<file path="src/rtl/touch_spi_reader.sv">
`default_nettype none
// +-----------------------------------------------------------------------------+
// | touch_spi_reader                                                             |
// | Polls an XPT2046-style touch controller over SPI mode 0, debounces pen-down. |
// | Revision: 1.0                                                                |
// +-----------------------------------------------------------------------------+
module touch_spi_reader #(
    parameter int CLK_DIV     = 25,
    parameter int SAMPLE_GAP  = 50000,
    parameter int PRESS_COUNT = 3
) (
    input  logic        clk,
    input  logic        rst_n,
    input  logic        penirq_n,
    input  logic        spi_miso,
    output logic        spi_sclk,
    output logic        spi_mosi,
    output logic        spi_cs_n,
    output logic [11:0] x_touch,
    output logic [11:0] y_touch,
    output logic        active,
    output logic        sample_valid
);

    localparam int c_gap_max = (SAMPLE_GAP > 2 * CLK_DIV) ? SAMPLE_GAP : 2 * CLK_DIV;
    localparam int c_tw      = $clog2(c_gap_max + 1);
    localparam int c_dw      = $clog2(CLK_DIV);
    localparam int c_pw      = $clog2(PRESS_COUNT + 1);

    localparam logic [c_tw-1:0] c_gap_last   = c_tw'(SAMPLE_GAP - 1);
    localparam logic [c_tw-1:0] c_csgap_last = c_tw'(2 * CLK_DIV - 1);
    localparam logic [c_dw-1:0] c_div_last   = c_dw'(CLK_DIV - 1);
    localparam logic [c_pw-1:0] c_press_full = c_pw'(PRESS_COUNT);
    localparam logic [5:0]      c_half_last  = 6'd48;
    localparam logic [5:0]      c_half_d11   = 6'd19;
    localparam logic [5:0]      c_half_d0    = 6'd41;
    localparam logic [7:0]      c_cmd_x      = 8'hD0;
    localparam logic [7:0]      c_cmd_y      = 8'h90;

    typedef enum logic [2:0] {
        ST_GAP    = 3'd0,
        ST_XFER_X = 3'd1,
        ST_CSGAP  = 3'd2,
        ST_XFER_Y = 3'd3,
        ST_CHECK  = 3'd4
    } state_t;

    state_t           state_q, state_d;
    logic [c_tw-1:0]  timer_q, timer_d;
    logic [c_dw-1:0]  div_q, div_d;
    logic [5:0]       half_q, half_d;
    logic [11:0]      shreg_q, shreg_d;
    logic [11:0]      x_raw_q, x_raw_d;
    logic [c_pw-1:0]  press_q, press_d;
    logic [11:0]      x_touch_q, x_touch_d;
    logic [11:0]      y_touch_q, y_touch_d;
    logic             active_q, active_d;
    logic             sample_valid_q, sample_valid_d;
    logic             sclk_q, sclk_d;
    logic             mosi_q, mosi_d;
    logic             cs_n_q, cs_n_d;

    logic             pen_meta_q, pen_sync_q;
    logic             miso_meta_q, miso_sync_q;

    logic             w_pen_down;
    logic [c_pw-1:0]  w_press_inc;
    logic             w_in_xfer;
    logic [7:0]       w_cmd;

    always_ff @(posedge clk or negedge rst_n) begin
        if (!rst_n) begin
            pen_meta_q  <= 1'b1;
            pen_sync_q  <= 1'b1;
            miso_meta_q <= 1'b0;
            miso_sync_q <= 1'b0;
        end else begin
            pen_meta_q  <= penirq_n;
            pen_sync_q  <= pen_meta_q;
            miso_meta_q <= spi_miso;
            miso_sync_q <= miso_meta_q;
        end
    end

    assign w_pen_down  = ~pen_sync_q;
    assign w_press_inc = (press_q == c_press_full) ? press_q : press_q + c_pw'(1);

    always_comb begin
        state_d        = state_q;
        timer_d        = timer_q;
        div_d          = div_q;
        half_d         = half_q;
        shreg_d        = shreg_q;
        x_raw_d        = x_raw_q;
        press_d        = press_q;
        x_touch_d      = x_touch_q;
        y_touch_d      = y_touch_q;
        active_d       = active_q;
        sample_valid_d = 1'b0;

        case (state_q)
            ST_GAP: begin
                if (timer_q == c_gap_last) begin
                    timer_d = '0;
                    if (w_pen_down) begin
                        state_d = ST_XFER_X;
                    end else begin
                        press_d  = '0;
                        active_d = 1'b0;
                    end
                end else begin
                    timer_d = timer_q + c_tw'(1);
                end
            end

            ST_XFER_X, ST_XFER_Y: begin
                // Sample one clock into the high phase so the synchroniser has settled.
                if (half_q[0] && (div_q == '0) && (half_q >= c_half_d11) && (half_q <= c_half_d0)) begin
                    shreg_d = {shreg_q[10:0], miso_sync_q};
                end
                if (div_q == c_div_last) begin
                    div_d = '0;
                    if (half_q == c_half_last) begin
                        half_d = '0;
                        if (state_q == ST_XFER_X) begin
                            x_raw_d = shreg_q;
                            state_d = ST_CSGAP;
                        end else begin
                            state_d = ST_CHECK;
                        end
                    end else begin
                        half_d = half_q + 6'd1;
                    end
                end else begin
                    div_d = div_q + c_dw'(1);
                end
            end

            ST_CSGAP: begin
                if (timer_q == c_csgap_last) begin
                    timer_d = '0;
                    state_d = ST_XFER_Y;
                end else begin
                    timer_d = timer_q + c_tw'(1);
                end
            end

            ST_CHECK: begin
                state_d = ST_GAP;
                if (!w_pen_down) begin
                    press_d  = '0;
                    active_d = 1'b0;
                end else begin
                    press_d = w_press_inc;
                    if (w_press_inc == c_press_full) begin
                        x_touch_d      = x_raw_q;
                        y_touch_d      = shreg_q;
                        active_d       = 1'b1;
                        sample_valid_d = 1'b1;
                    end
                end
            end

            default: state_d = ST_GAP;
        endcase

        // SPI pins are registered from the next-state view so they stay glitch-free.
        w_in_xfer = (state_d == ST_XFER_X) || (state_d == ST_XFER_Y);
        w_cmd     = (state_d == ST_XFER_X) ? c_cmd_x : c_cmd_y;
        sclk_d    = w_in_xfer && half_d[0];
        cs_n_d    = ~w_in_xfer;
        mosi_d    = w_in_xfer && (half_d < 6'd16) && w_cmd[3'd7 - half_d[3:1]];
    end

    always_ff @(posedge clk or negedge rst_n) begin
        if (!rst_n) begin
            state_q        <= ST_GAP;
            timer_q        <= '0;
            div_q          <= '0;
            half_q         <= '0;
            shreg_q        <= '0;
            x_raw_q        <= '0;
            press_q        <= '0;
            x_touch_q      <= '0;
            y_touch_q      <= '0;
            active_q       <= 1'b0;
            sample_valid_q <= 1'b0;
            sclk_q         <= 1'b0;
            mosi_q         <= 1'b0;
            cs_n_q         <= 1'b1;
        end else begin
            state_q        <= state_d;
            timer_q        <= timer_d;
            div_q          <= div_d;
            half_q         <= half_d;
            shreg_q        <= shreg_d;
            x_raw_q        <= x_raw_d;
            press_q        <= press_d;
            x_touch_q      <= x_touch_d;
            y_touch_q      <= y_touch_d;
            active_q       <= active_d;
            sample_valid_q <= sample_valid_d;
            sclk_q         <= sclk_d;
            mosi_q         <= mosi_d;
            cs_n_q         <= cs_n_d;
        end
    end

    assign spi_sclk     = sclk_q;
    assign spi_mosi     = mosi_q;
    assign spi_cs_n     = cs_n_q;
    assign x_touch      = x_touch_q;
    assign y_touch      = y_touch_q;
    assign active       = active_q;
    assign sample_valid = sample_valid_q;

endmodule
`default_nettype wire

</file>
<file path="config.mk">
export PLATFORM = sky130hd
export DESIGN_NAME = touch_spi_reader
export DESIGN_NICKNAME = d
export VERILOG_FILES = /design/src/rtl/touch_spi_reader.sv
export SDC_FILE = /design/constraint.sdc
export NUM_CORES = 1
export LEC_CHECK = 0
export CORE_ASPECT_RATIO = 0.9
export CORE_MARGIN = 5
export CORE_UTILIZATION = 30
export CTS_BUF_LIST = sky130_fd_sc_hd__clkbuf_2
export DETAILED_ROUTE_END_ITERATION = 6
export GPL_TIMING_DRIVEN = 0
export HOLD_SLACK_MARGIN = 0.05
export PLACE_DENSITY = 0.44
export SYNTH_ARGS = -nofsm -noshare
export SYNTH_HDL_FRONTEND = slang
export SYNTH_SLANG_ARGS = --single-unit
</file>
<file path="constraint.sdc">
create_clock -name clk -period 2.6 [get_ports clk]
set_clock_uncertainty 0.1 [all_clocks]
set_input_delay 0.65 -clock clk [delete_from_list [all_inputs] [get_ports clk]]
set_output_delay 0.65 -clock clk [all_outputs]
set_load 0.1 [all_outputs]
</file>
==> results.json <==
{
  "route.detailed.drc": 0,
  "synthTopCellsByArea": "sky130_fd_sc_hd__dfrtp_1 55%, sky130_fd_sc_hd__nand2_1 8.7%, sky130_fd_sc_hd__mux2_2 4.0%",
  "count_of_flip_flops_with_a_built_in_enable_after_synthesis": 0,
  "crit_path_end_kind": "output port",
  "ys_ff_latch": 89,
  "arrival_ns": 1.69,
  "cts-root-to-sink-buffers": 2,
  "cts.sink_count": 89,
  "synth_seq_area_share_pct": 57.02,
  "totalWireLength_um": 8274,
  "max_slew_margin_pct": 51.39,
  "finalWeightedCongestion": 0.8257,
  "leakagePower_nw": 2.162,
  "critPathMaxFanout": 1,
  "power-per-cell-area_nw_per_um2": 445.8,
  "drive_gt1_share_pct": 20.34,
  "synth_top_area_cell": "sky130_fd_sc_hd__dfrtp_1",
  "detailed_place_hpwl_um": 5588,
  "endpoints_failing_hold": 0,
  "fmaxAchievable_mhz": 409.1,
  "mean_instance_size_in_the_synthesized_netlist_um2": 10.78,
  "num_io_pins": 33,
  "layout.core_utilization_pct": 36.07,
  "timing.final.ws_setup_ns": 0.1554,
  "tritoncts.num_buffers": 9,
  "finalSetupViolations": 0,
  "place_worst_setup_slack_ns": 0.1060,
  "synth_cells": 363,
  "cp.required_ns": 1.85,
  "timing_max_transition_violations_final": 0,
  "clkTransAtPathRegs_ns": 0.24,
  "area.sequential_um2": 2231,
  "final.hold.worst_slack_ns": 0.2591,
  "first_global_vias": 2698,
  "critical_path_depth": 1,
  "maxCapViolations": 0,
  "drt_pass1_iterations": 4,
  "holdPathStages": 0,
  "critical_path.top_delay_family": "flip-flops",
  "cts.root.buffer_cell": "sky130_fd_sc_hd__clkbuf_2",
  "area_delta_synth_final_pct": 17.43,
  "met1_usage_pct": 16.32,
  "area_of_the_mapped_netlist_um2": 3913,
  "drt.antenna.violating_nets": 0,
  "drt_iter0_markers": 103,
  "row_count": 39,
  "vias_per_cell": 4.742,
  "grt_use_met2_pct": 16.76,
  "placement.io_buffers": 32,
  "crit_path_top_delay_cell": "sky130_fd_sc_hd__dfstp_2",
  "async_reset_ff_share_pct": 100.0,
  "cpPeakStageDelay_ns": 0.57,
  "hold_class": "flip-flop to flip-flop",
  "rsz0062_at_grt": "false",
  "yosys_most_used_dff": "sky130_fd_sc_hd__dfrtp_1",
  "clk_latency_ns": 0.59,
  "insertedDiodeCount": 0,
  "max-vdd-ir-drop_v": 0.0001666,
  "mappedNetlistNets": 374,
  "grtUsageTotal_pct": 11.65,
  "drt-wirelength-per-cell_um": 14.34,
  "nFillCells": 1320,
  "fp.dieH_um": 118.3,
  "cell_count_of_the_worst_reg_to_reg_path": 7,
  "floorplan.die_area_um2": 15430,
  "period_needed_ns": 2.445,
  "path_buf_inv": 1,
  "multi_input_area_um2": 1575,
  "run_status": "completed",
  "globalRouteOverflowTotal": 0,
  "fin_nets": 419,
  "wire_length_of_the_first_global_routing_pass_um": 14150,
  "num_vias": 2736,
  "cts_setup_buffers": 0,
  "critical_path_launch_point_type": "flip-flop",
  "worst-setup-path-type": "flip-flop to output port",
  "critical_path.cell_chain": "clkdlybuf4s15_2",
  "netlist-cell-type-count": 49,
  "core_area_um2": 12740,
  "yosysTopAreaCellShare_pct": 55.00,
  "met3_use_gr_pct": 4.150,
  "starting_density_of_the_core_pct": 30.72,
  "grt-busiest-layer": "met2",
  "power_w": 0.002048,
  "final.period_utilization_pct": 94.02,
  "tritoncts": "done",
  "worst_pin_slew_ns": 0.7226,
  "synth-warning-count": 0,
  "antenna_found_initial": 0,
  "h_tree_depth_reported_by_cts": 3,
  "die_w_um": 130.4,
  "grt_start_max_net_pins": 61
}
worst paths after layout:
| kind | start | endpoint | slack, ns |
|---|---|---|---|
| min in group asynchronous | rst_n | y_touch[11] | 0.38 |
| min | pen_meta_q | pen_sync_q | 0.26 |
| max reg2reg | div_q[0] | x_raw_q[5] | 0.16 |
| max | spi_cs_n | spi_cs_n | 0.16 |
| max in group asynchronous | rst_n | pen_meta_q | 1.29 |
| min reg2reg | pen_meta_q | pen_sync_q | 0.26 |
synth_stat cells (all sizes together) (2+ instances only):
master,instances
nand2,91
dfrtp,86
mux2,24
inv,13
nand3,11
a21oi,10
clkbuf,9
nor2,9
o21ai,9
nor3,8
xnor2,8
ha,7
nor4,7
nand4,6
and3,5
o31ai,5
xor2,5
buf,4
a31oi,3
and4b,3
dfstp,3
nand4b,3
nor4b,3
o211ai,3
or2,3
or3,3
mux2i,2
nor2b,2
o22ai,2
o2bb2ai,2
or4,2
flip-flops by register name, indices dropped and copies added (netlist names), 2 cells and up:
register and flops:
press_q 2, shreg_q 12, div_q 5, half_q 6, timer_q 16, x_raw_q 12
x_touch 12, y_touch 12, state_q 3
cells in the final DEF (no fill, tap or decap), drive strengths merged, types with 2 or more instances in the layout:
master,instances
a21oi,10
a31oi,3
and3,5
and4b,3
buf,5
clkbuf,22
clkdlybuf4s15,28
clkdlybuf4s50,2
clkinv,3
clkinvlp,2
dfrtp,86
dfstp,3
ha,7
inv,13
mux2,24
mux2i,2
nand2,91
nand3,11
nand4,6
nand4b,3
nor2,9
nor2b,2
nor3,8
nor4,7
nor4b,3
o211ai,3
o21ai,9
o22ai,2
o2bb2ai,2
o31ai,5
or2,3
or3,3
or4,2
xnor2,8
xor2,5
timing repair:
action                                 4_1_cts  5_1_grt
gates resized for setup                     86        4
endpoints found under the hold margin       28        0
hold buffers                                 1        0
setup endpoints to repair                   29       20
metrics by stage:
stage | instance area (µm²) | setup TNS [ns] | cells
final | 4594 | 0 | 577
after floorplan | 3913 | 0 | 363
after detailed placement | 4463 | 0 | 560
after CTS | 4596 | 0 | 577
after global placement | 4438 | -234.74 | 559
after global routing | 4594 | 0 | 577
routing by layer:
metal  wire, µm  part of all wire, %
met5          0                    0
met3        362                  4.4
met4        106                  1.3
met2       3548                   43
met1       4257                   51
cell families (layout without fill, tap and decap cells):
family / after synthesis / count (layout) / synth area share (%)
and+or+nand+nor: 162 / 162 / 20.24
DFF: 89 / 89 / 57.02
AOI/OAI and AO/OA: 40 / 40 / 6.492
muxes: 26 / 26 / 8.379
buffers and inverters: 26 / 76 / 2.718
xor gates and xnor gates: 13 / 13 / 2.910
adders and majority gates: 7 / 7 / 2.238
cell type report:
type	instances	share of cell area (%)
tap	164	4.466
timing repair buffer	34	8.388
inverter	13	1.062
buffer	13	1.334
clock buffer	11	1.198
sequential	89	48.56
multi-input combinational	248	34.29
clock inverter	5	0.7081
report_power, final:
part	total, W	switching, W	internal [W]
Sequential	0.00139	0.00000183	0.00139
Combinational	0.0000373	0.0000279	0.00000941
Clock	0.000617	0.000487	0.000130
Power figures use the tool's default switching activity.
